### src/rtl/uart_tx_fifo.sv
// uart_tx_fifo: byte FIFO and handshake sequencer feeding the UART transmitter.
// The system side writes bytes at up to one per clock. The sequencer offers
// one byte at a time on tx_data/tx_ready and waits for tx_done before popping.

module uart_tx_fifo #(
  parameter int WORDSIZE = 8,
  parameter int DEPTH    = 16,
  parameter int ADDR_W   = 4
) (
  input  logic                clk,
  input  logic                rst,
  input  logic                wr_en,
  input  logic [WORDSIZE-1:0] wr_data,
  output logic                full,
  output logic                empty,
  output logic [ADDR_W:0]     count,
  output logic                overflow,
  output logic [WORDSIZE-1:0] tx_data,
  output logic                tx_ready,
  input  logic                tx_done,
  output logic                busy
);

  typedef enum logic [1:0] {
    IDLE = 2'd0,
    SEND = 2'd1,
    POP  = 2'd2
  } state_t;

  localparam logic [ADDR_W:0]   FULL_COUNT = (ADDR_W + 1)'(DEPTH);
  localparam logic [ADDR_W:0]   COUNT_ONE  = (ADDR_W + 1)'(1);
  localparam logic [ADDR_W-1:0] PTR_ONE    = ADDR_W'(1);

  state_t              state;
  state_t              state_next;
  logic [WORDSIZE-1:0] mem [DEPTH];
  logic [ADDR_W-1:0]   wr_ptr;
  logic [ADDR_W-1:0]   rd_ptr;
  logic                pop;
  logic                wr_accept;
  logic                wr_drop;
  logic                load;

  // The pop in the POP state frees a slot in the same cycle, so a write that
  // arrives while full is still accepted when it coincides with a pop.
  assign pop       = (state == POP);
  assign full      = (count == FULL_COUNT);
  assign empty     = (count == '0);
  assign wr_accept = wr_en && (!full || pop);
  assign wr_drop   = wr_en && full && !pop;
  assign load      = (state == IDLE) && !empty;
  assign tx_ready  = (state == SEND);
  assign busy      = (state != IDLE);

  // Storage array; contents deliberately survive reset.
  always_ff @(posedge clk) begin
    if (wr_accept) begin
      mem[wr_ptr] <= wr_data;
    end
  end

  // Write pointer advances on every accepted byte and wraps naturally.
  always_ff @(posedge clk) begin
    if (rst) begin
      wr_ptr <= '0;
    end else if (wr_accept) begin
      wr_ptr <= wr_ptr + PTR_ONE;
    end
  end

  // Read pointer advances once per delivered byte, in the POP state.
  always_ff @(posedge clk) begin
    if (rst) begin
      rd_ptr <= '0;
    end else if (pop) begin
      rd_ptr <= rd_ptr + PTR_ONE;
    end
  end

  // Occupancy counter kept apart from the pointers so 0 and DEPTH differ.
  always_ff @(posedge clk) begin
    if (rst) begin
      count <= '0;
    end else begin
      case ({wr_accept, pop})
        2'b10:   count <= count + COUNT_ONE;
        2'b01:   count <= count - COUNT_ONE;
        default: count <= count;
      endcase
    end
  end

  // Sticky flag recording that at least one byte was dropped since reset.
  always_ff @(posedge clk) begin
    if (rst) begin
      overflow <= 1'b0;
    end else if (wr_drop) begin
      overflow <= 1'b1;
    end
  end

  // Output byte is captured on leaving IDLE and held through SEND and POP.
  always_ff @(posedge clk) begin
    if (rst) begin
      tx_data <= '0;
    end else if (load) begin
      tx_data <= mem[rd_ptr];
    end
  end

  // Sequencer state register.
  always_ff @(posedge clk) begin
    if (rst) begin
      state <= IDLE;
    end else begin
      state <= state_next;
    end
  end

  // Next-state logic: offer a byte, hold until tx_done, then spend one cycle
  // with tx_ready low so the transmitter cannot resend the same byte.
  always_comb begin
    state_next = state;
    case (state)
      IDLE: begin
        if (!empty) begin
          state_next = SEND;
        end
      end
      SEND: begin
        if (tx_done) begin
          state_next = POP;
        end
      end
      POP: begin
        state_next = IDLE;
      end
      default: begin
        state_next = IDLE;
      end
    endcase
  end

endmodule

### config.mk
export PLATFORM = sky130hd
export DESIGN_NAME = uart_tx_fifo
export DESIGN_NICKNAME = d
export VERILOG_FILES = /design/src/rtl/uart_tx_fifo.sv
export SDC_FILE = /design/constraint.sdc
export NUM_CORES = 1
export LEC_CHECK = 0
export CORE_ASPECT_RATIO = 2
export CORE_MARGIN = 4
export CORE_UTILIZATION = 53
export DETAILED_ROUTE_END_ITERATION = 8
export DONT_BUFFER_PORTS = 1
export PLACE_DENSITY = 0.64
export REMOVE_ABC_BUFFERS = 1
export SLEW_MARGIN = 10
export SYNTH_ARGS = -nofsm -noshare
export SYNTH_HDL_FRONTEND = slang
export SYNTH_SLANG_ARGS = --single-unit
### constraint.sdc
create_clock -name clk -period 5.9 [get_ports clk]
set_input_delay 1.18 -clock clk [delete_from_list [all_inputs] [get_ports clk]]
set_output_delay 1.18 -clock clk [all_outputs]
set_load 0.01 [all_outputs]
==> run_results.csv, run 1 <==
group,metric,value,unit
critical_path,cp.required,6200,ps
sta,tightestPinTransition,902,ps
power,cellPowerDensity,350,nW/µm²
power,vdd_drop_max,219,µV
clock_tree,clock_path_buffers,2,
detailed_routing,vias,3181,
sta,finalCriticalPeriod,3030,ps
detailed_routing,drc,0,
worst_hold_path,hold_class,"reg2reg",
critical_path,worst_setup_path_end_kind,"register",
layout,drive_above_1_share,14.4,%
clock_tree,clk_pin_slew_worst_paths,60,ps
global_routing,grt_pass1_wl,18800,µm
yosys,ys.warnings.count,0,
critical_path,cp_num_buf_inv,2,
power,leakage,2.15,nW
critical_path,crit_chain,"inv_1 > a31oi_1 > inv_1 > ha_1 > xor2_1 > ha_1 > nor4_1 > nand2_1 > a31oi_1 > mux2_2",
sta,fmax,0.330,GHz
die,start_util,54.0,%
clock_tree,holdBufCountCts,0,
sta,hold_viol_final,0,
clock_tree,cts_sinks,152,
critical_path,slowest_stage,"a31oi_1",
yosys,avgSynthCellArea,16.0,µm²
place,dp_hpwl,8250,µm
die,num_io_pins,30,
die,core,11300,µm²
layout,antenna_cells,0,
sta,setup_viol,0,
yosys,syn_area,6090,µm²
die,die_h,160,µm
die,rows,55,
power,switchingPower,0.512,mW
sta,slew_headroom,39.7,%
die,die_w,83.8,µm
power,internal_power,1.86,mW
global_routing,grt.total_usage,19.4,%
global_routing,grt_max_degree,50,
sta,skew,7.96,ps
yosys,yosysSeqAreaShare,71.0,%
global_routing,grt_pass1_vias,3254,
global_routing,grt-ovfl-total,0,
die,die-area,13400,µm²
detailed_routing,drt_pass1_iterations,5,
job,drv_cap,0,
critical_path,worstSetupStartpointType,"primary input",
sta,rsz0062_at_grt,"false",
clock_tree,clock-root-buffer,"clkbuf_16",
power,switching_share,21.6,%
power,p_seq_share,52.3,%
sta,setup_tns,0,ps
critical_path,cpPeakStageDelay,430,ps
detailed_routing,ant_nets,0,
clock_tree,h-tree-depth,4,
global_routing,grt_antenna_before_repair,0,
detailed_routing,wl,12200,µm
place,dp_slack,2460,ps
outcome,status,"complete, no violations",
clock_tree,ctsResizeCount,0,
yosys,ys_types,39,
yosys,syn-instance-count,380,
sta,fin_crit_sh,51.4,%
detailed_routing,routedWlPerCell,22.7,µm
clock_tree,cts_tree,"built",
power,clkPwrFrac,41.6,%
clock_tree,cts_inserted_buffers,17,
clock_tree,insertion_delay,410,ps
layout,area_growth,11.0,%
power,power_frac_comb,6.1,%
critical_path,crit_fanout,9,
sta,maxSlewViolCount,0,
clock_tree,postCtsSetupBuffers,0,
place,gp_congestion,0.810,
layout,fin_nets,402,
power,p_total,2.37,mW
detailed_routing,drtIter0Drc,174,
place,io_buffers,0,
critical_path,arrival,3330,ps
critical_path,cp_top_family,"compound AO/OA/AOI/OAI gates",
sta,final.setup.worst_slack,2870,ps
critical_path,crit_type,"in2reg",
layout,final_util,59.9,%
yosys,ys_ff_latch,152,
detailed_routing,post_drt_via_cell_ratio,5.92,
-- registers in the layout (all words and copies together), names as in the netlist --
register and cells:
count 5, mem 128, overflow 1, rd_ptr 4, state 2, tx_data 8, wr_ptr 4
-- cells in the final DEF, fill, tap and decap left out, drive strengths merged, types with 5 or more instances in the layout --
master and n:
edfxtp 128, nor2 37, mux2i 34, clkbuf 25, dfxtp 24, nand2 16, mux4 16, o22ai 16
a311oi 9, inv 9, ha 8, a211oi 7, xor2 6, a21oi 6, nor2b 5, nor3 5
-- power by group through the flow --
stage	Sequential, mW	Combinational, mW	Clock [mW]
CTS	1.24	0.146	0.996
detailed placement	1.26	0.146	0
finish	1.24	0.145	0.985
global placement	1.26	0.144	0
global route	1.24	0.160	1.04
floorplan	1.25	0.107	0
-- through the flow --
| stage | hold slack, ps | instances | instance area [µm²] |
|---|---|---|---|
| floorplan | 505 | 359 | 6000 |
| global placement | 484 | 505 | 6200 |
| detailed placement | 495 | 505 | 6200 |
| CTS | 511 | 537 | 6750 |
| global route | 551 | 537 | 6760 |
| finish | 498 | 537 | 6760 |
-- cell usage after synthesis (all sizes together) --
| library cell | number | area share, % |
|---|---|---|
| nor2 | 37 | 2.3 |
| or3 | 2 | 0.21 |
| edfxtp | 128 | 63 |
| o311ai | 1 | 0.43 |
| nor4 | 2 | 0.31 |
| a21o | 1 | 0.12 |
| xor2 | 6 | 0.86 |
| a21oi | 6 | 0.55 |
| ha | 8 | 1.6 |
| mux2i | 34 | 5.6 |
| or4 | 1 | 0.18 |
| or3b | 1 | 0.14 |
| dfxtp | 24 | 7.9 |
| and3b | 2 | 0.29 |
| nand3 | 4 | 0.33 |
| or2 | 1 | 0.10 |
| clkbuf | 11 | 0.68 |
| a211oi | 7 | 0.86 |
| nand2b | 4 | 0.41 |
| xnor2 | 3 | 0.43 |
| mux2 | 2 | 0.37 |
| a311oi | 9 | 1.3 |
| a22oi | 1 | 0.12 |
| a31oi | 4 | 0.41 |
| o22ai | 16 | 1.6 |
| a211o | 1 | 0.14 |
| o21ai | 2 | 0.16 |
| buf | 10 | 0.90 |
| inv | 8 | 0.49 |
| nand2 | 16 | 0.99 |
| nand3b | 1 | 0.12 |
| nand4 | 1 | 0.10 |
| nor2b | 5 | 0.51 |
| nor3 | 5 | 0.41 |
| mux4 | 16 | 5.9 |
-- layer usage --
metal	part of all wire, %	track usage, %	wire, µm
met3	4.8	5.11	589
met2	56	34.0	6830
met4	3.6	10.5	440
met1	36	20.9	4340
met5	0	0	0
-- area by class of cell --
type                    count  area (µm²)
clock inverters             7        41.3
flip-flops and latches    152        4330
repair buffers              4        30.0
clock buffers              25         508
multi-input cells         199        1650
well taps                 142         178
inverters                   8        30.0
fillers                   855        4520
-- path summary, 6_finish.rpt --
kind,start,slack [ps],cells after the start,endpoint
setup reg to reg,count[1]$_SDFFE_PP0P_,2890,10,count[4]$_SDFFE_PP0P_
hold / removal,rd_ptr[2]$_SDFFE_PP0P_,500,2,rd_ptr[2]$_SDFFE_PP0P_
setup / recovery,wr_en,2870,10,count[4]$_SDFFE_PP0P_
hold reg to reg,rd_ptr[2]$_SDFFE_PP0P_,500,2,rd_ptr[2]$_SDFFE_PP0P_
-- logic make-up after synthesis --
kind of cell | count (synthesis) | share of synthesized area, %
flip-flops | 152 | 71.0
AND/OR/NAND/NOR | 82 | 6.39
AO/OA/AOI/OAI | 48 | 5.75
multiplexers | 52 | 11.9
XOR/XNOR | 9 | 1.29
buffers and inverters | 29 | 2.07
adder cells (fa/ha/maj) | 8 | 1.64
-- worst min-delay path: stages (launching register included) --
cell	delay, ps
dfxtp_2	330
xor2_1	60
nor2_1	70
Power figures use the tool's default switching activity.
==> run 2, diff against run 1 <==
--- a/config.mk
+++ b/config.mk
@@ -10,7 +10,7 @@
 export CORE_UTILIZATION = 53
 export DETAILED_ROUTE_END_ITERATION = 8
 export DONT_BUFFER_PORTS = 1
-export PLACE_DENSITY = 0.64
+export PLACE_DENSITY = 0.67
 export REMOVE_ABC_BUFFERS = 1
 export SLEW_MARGIN = 10
 export SYNTH_ARGS = -nofsm -noshare
==> constraint.sdc (replaced) <==
create_clock -name clk -period 2.7 [get_ports clk]
set_input_delay 0.54 -clock clk [delete_from_list [all_inputs] [get_ports clk]]
set_output_delay 0.54 -clock clk [all_outputs]
set_load 0.01 [all_outputs]
==> run 2 against run 1 <==
Against the previous run:
- worst setup slack lost 2600 ps
- cell area grew 3.5%
- hold slack lost 300 ps
==> run_results.csv, run 2 (synthesis gave the netlist of run 1 again) <==
group,metric,value,unit
global_routing,grt_pass1_wl,19900,µm
worst_hold_path,hold_class,"in2reg",
power,vdd_drop_max,568,µV
clock_tree,clk_pin_slew_worst_paths,60,ps
critical_path,crit_fanout,4,
detailed_routing,drc,0,
layout,drive_above_1_share,18.7,%
clock_tree,cts_inserted_buffers,17,
layout,final_common_cell,"edfxtp_1",
layout,reg_top3,"mem x128, tx_data x8, count x5",
power,cellPowerDensity,787,nW/µm²
sta,fmax,0.410,GHz
critical_path,arrival,2730,ps
die,rows,55,
clock_tree,insertion_delay,410,ps
detailed_routing,drtIter0Drc,274,
sta,finalCriticalPeriod,2440,ps
detailed_routing,wl,12600,µm
global_routing,grt_pass1_vias,3472,
layout,fin_nets,424,
layout,area_growth,14.9,%
power,leakage,2.28,nW
clock_tree,postCtsSetupBuffers,0,
sta,skew,7.00,ps
critical_path,worstSetupStartpointType,"register",
detailed_routing,vias,3265,
place,dpl_cell_area,6380,µm²
critical_path,crit_type,"reg2reg",
outcome,status,"complete, no violations",
clock_tree,cts_sinks,152,
place,dp_hpwl,8780,µm
die,num_io_pins,30,
clock_tree,clock-root-buffer,"clkbuf_16",
critical_path,worst_setup_path_end_kind,"register",
place,gp_congestion,0.748,
die,die-area,13400,µm²
sta,fin_crit_sh,90.2,%
die,start_util,54.0,%
detailed_routing,post_drt_via_cell_ratio,5.84,
layout,antenna_cells,0,
clock_tree,ctsResizeCount,0,
clock_tree,clock_path_buffers,2,
clock_tree,h-tree-depth,4,
layout,top_register,"mem",
detailed_routing,routedWlPerCell,22.6,µm
sta,hold_viol_final,0,
place,io_buffers,0,
die,die_h,160,µm
detailed_routing,ant_nets,0,
job,drv_cap,0,
layout,fin_area,7000,µm²
die,core,11300,µm²
sta,slew_headroom,31.1,%
power,p_total,5.51,mW
clock_tree,cts_tree,"built",
clock_tree,holdBufCountCts,0,
layout,layout_common_cells,"edfxtp_1 (128), nor2_1 (37), mux2i_1 (34)",
die,die_w,83.8,µm
global_routing,grt-ovfl-total,0,
global_routing,grt.total_usage,20.0,%
sta,setup_viol,0,
critical_path,cp.required,2990,ps
sta,rsz0062_at_grt,"false",
global_routing,grt_antenna_before_repair,0,
detailed_routing,drt_pass1_iterations,4,
layout,largest_reg_flops,128,
sta,maxSlewViolCount,0,
sta,tightestPinTransition,1030,ps
sta,setup_tns,0,ps
global_routing,grt_max_degree,27,
-- run 2: where the power goes --
| part | switching (mW) | total (mW) | internal [mW] |
|---|---|---|---|
| clock network | 0.886 | 2.46 | 1.57 |
| logic | 0.209 | 0.370 | 0.161 |
| registers | 0.0653 | 2.69 | 2.62 |
| total | 1.16 | 5.51 | 4.35 |
-- run 2: layout make-up --
cell class,count,area (µm²)
Sequential cell,152,4330
Fill cell,856,4280
Multi-Input combinational cell,199,1640
Clock buffer,20,447
Timing Repair Buffer,26,208
Tap cell,142,178
Clock inverter,12,173
Inverter,8,30.0
-- run 2: through the flow --
| stage | setup slack [ps] | util (%) | std cells | hold WS, ps |
|---|---|---|---|---|
| final | 264 | 62.0 | 559 | 194 |
| after global routing | 88.6 | 62.0 | 559 | 177 |
| after CTS | 296 | 62.0 | 559 | 181 |
| after detailed placement | 321 | 56.6 | 527 | 540 |
| after global placement | 421 | 56.6 | 527 | 532 |
| after floorplan | 31.4 | - | 359 | 505 |
-- run 2: per-layer routing --
metal | part of all wire [%] | up-vias | routed length (µm) | GRT usage (%)
met2 | 56 | 101 | 7090 | 36.0
met1 | 36 | 1629 | 4520 | 21.9
met3 | 5.3 | 20 | 667 | 5.16
li1 | - | 1515 | - | -
met4 | 2.7 | 0 | 340 | 8.57
met5 | 0 | - | 0 | 0
-- run 2: path summary, 6_finish.rpt --
| path | from | to | slack, ps | cells past startpoint |
|---|---|---|---|---|
| setup / recovery | count[0]$_SDFFE_PP0P_ | count[4]$_SDFFE_PP0P_ | 260 | 10 |
| setup reg to reg | count[0]$_SDFFE_PP0P_ | count[4]$_SDFFE_PP0P_ | 260 | 10 |
| hold reg to reg | tx_data[7]$_SDFFE_PP0P_ | tx_data[7]$_SDFFE_PP0P_ | 540 | 2 |
| hold / removal | rst | rd_ptr[2]$_SDFFE_PP0P_ | 190 | 1 |
-- run 2: worst max-delay path: stages, from the launching register on --
cell	delay (ps)
dfxtp_1	320
nor4_2	380
a31oi_1	170
inv_1	110
ha_1	190
xor2_1	170
ha_1	250
a21o_1	140
nand3_1	70
a31oi_1	190
mux2_2	350
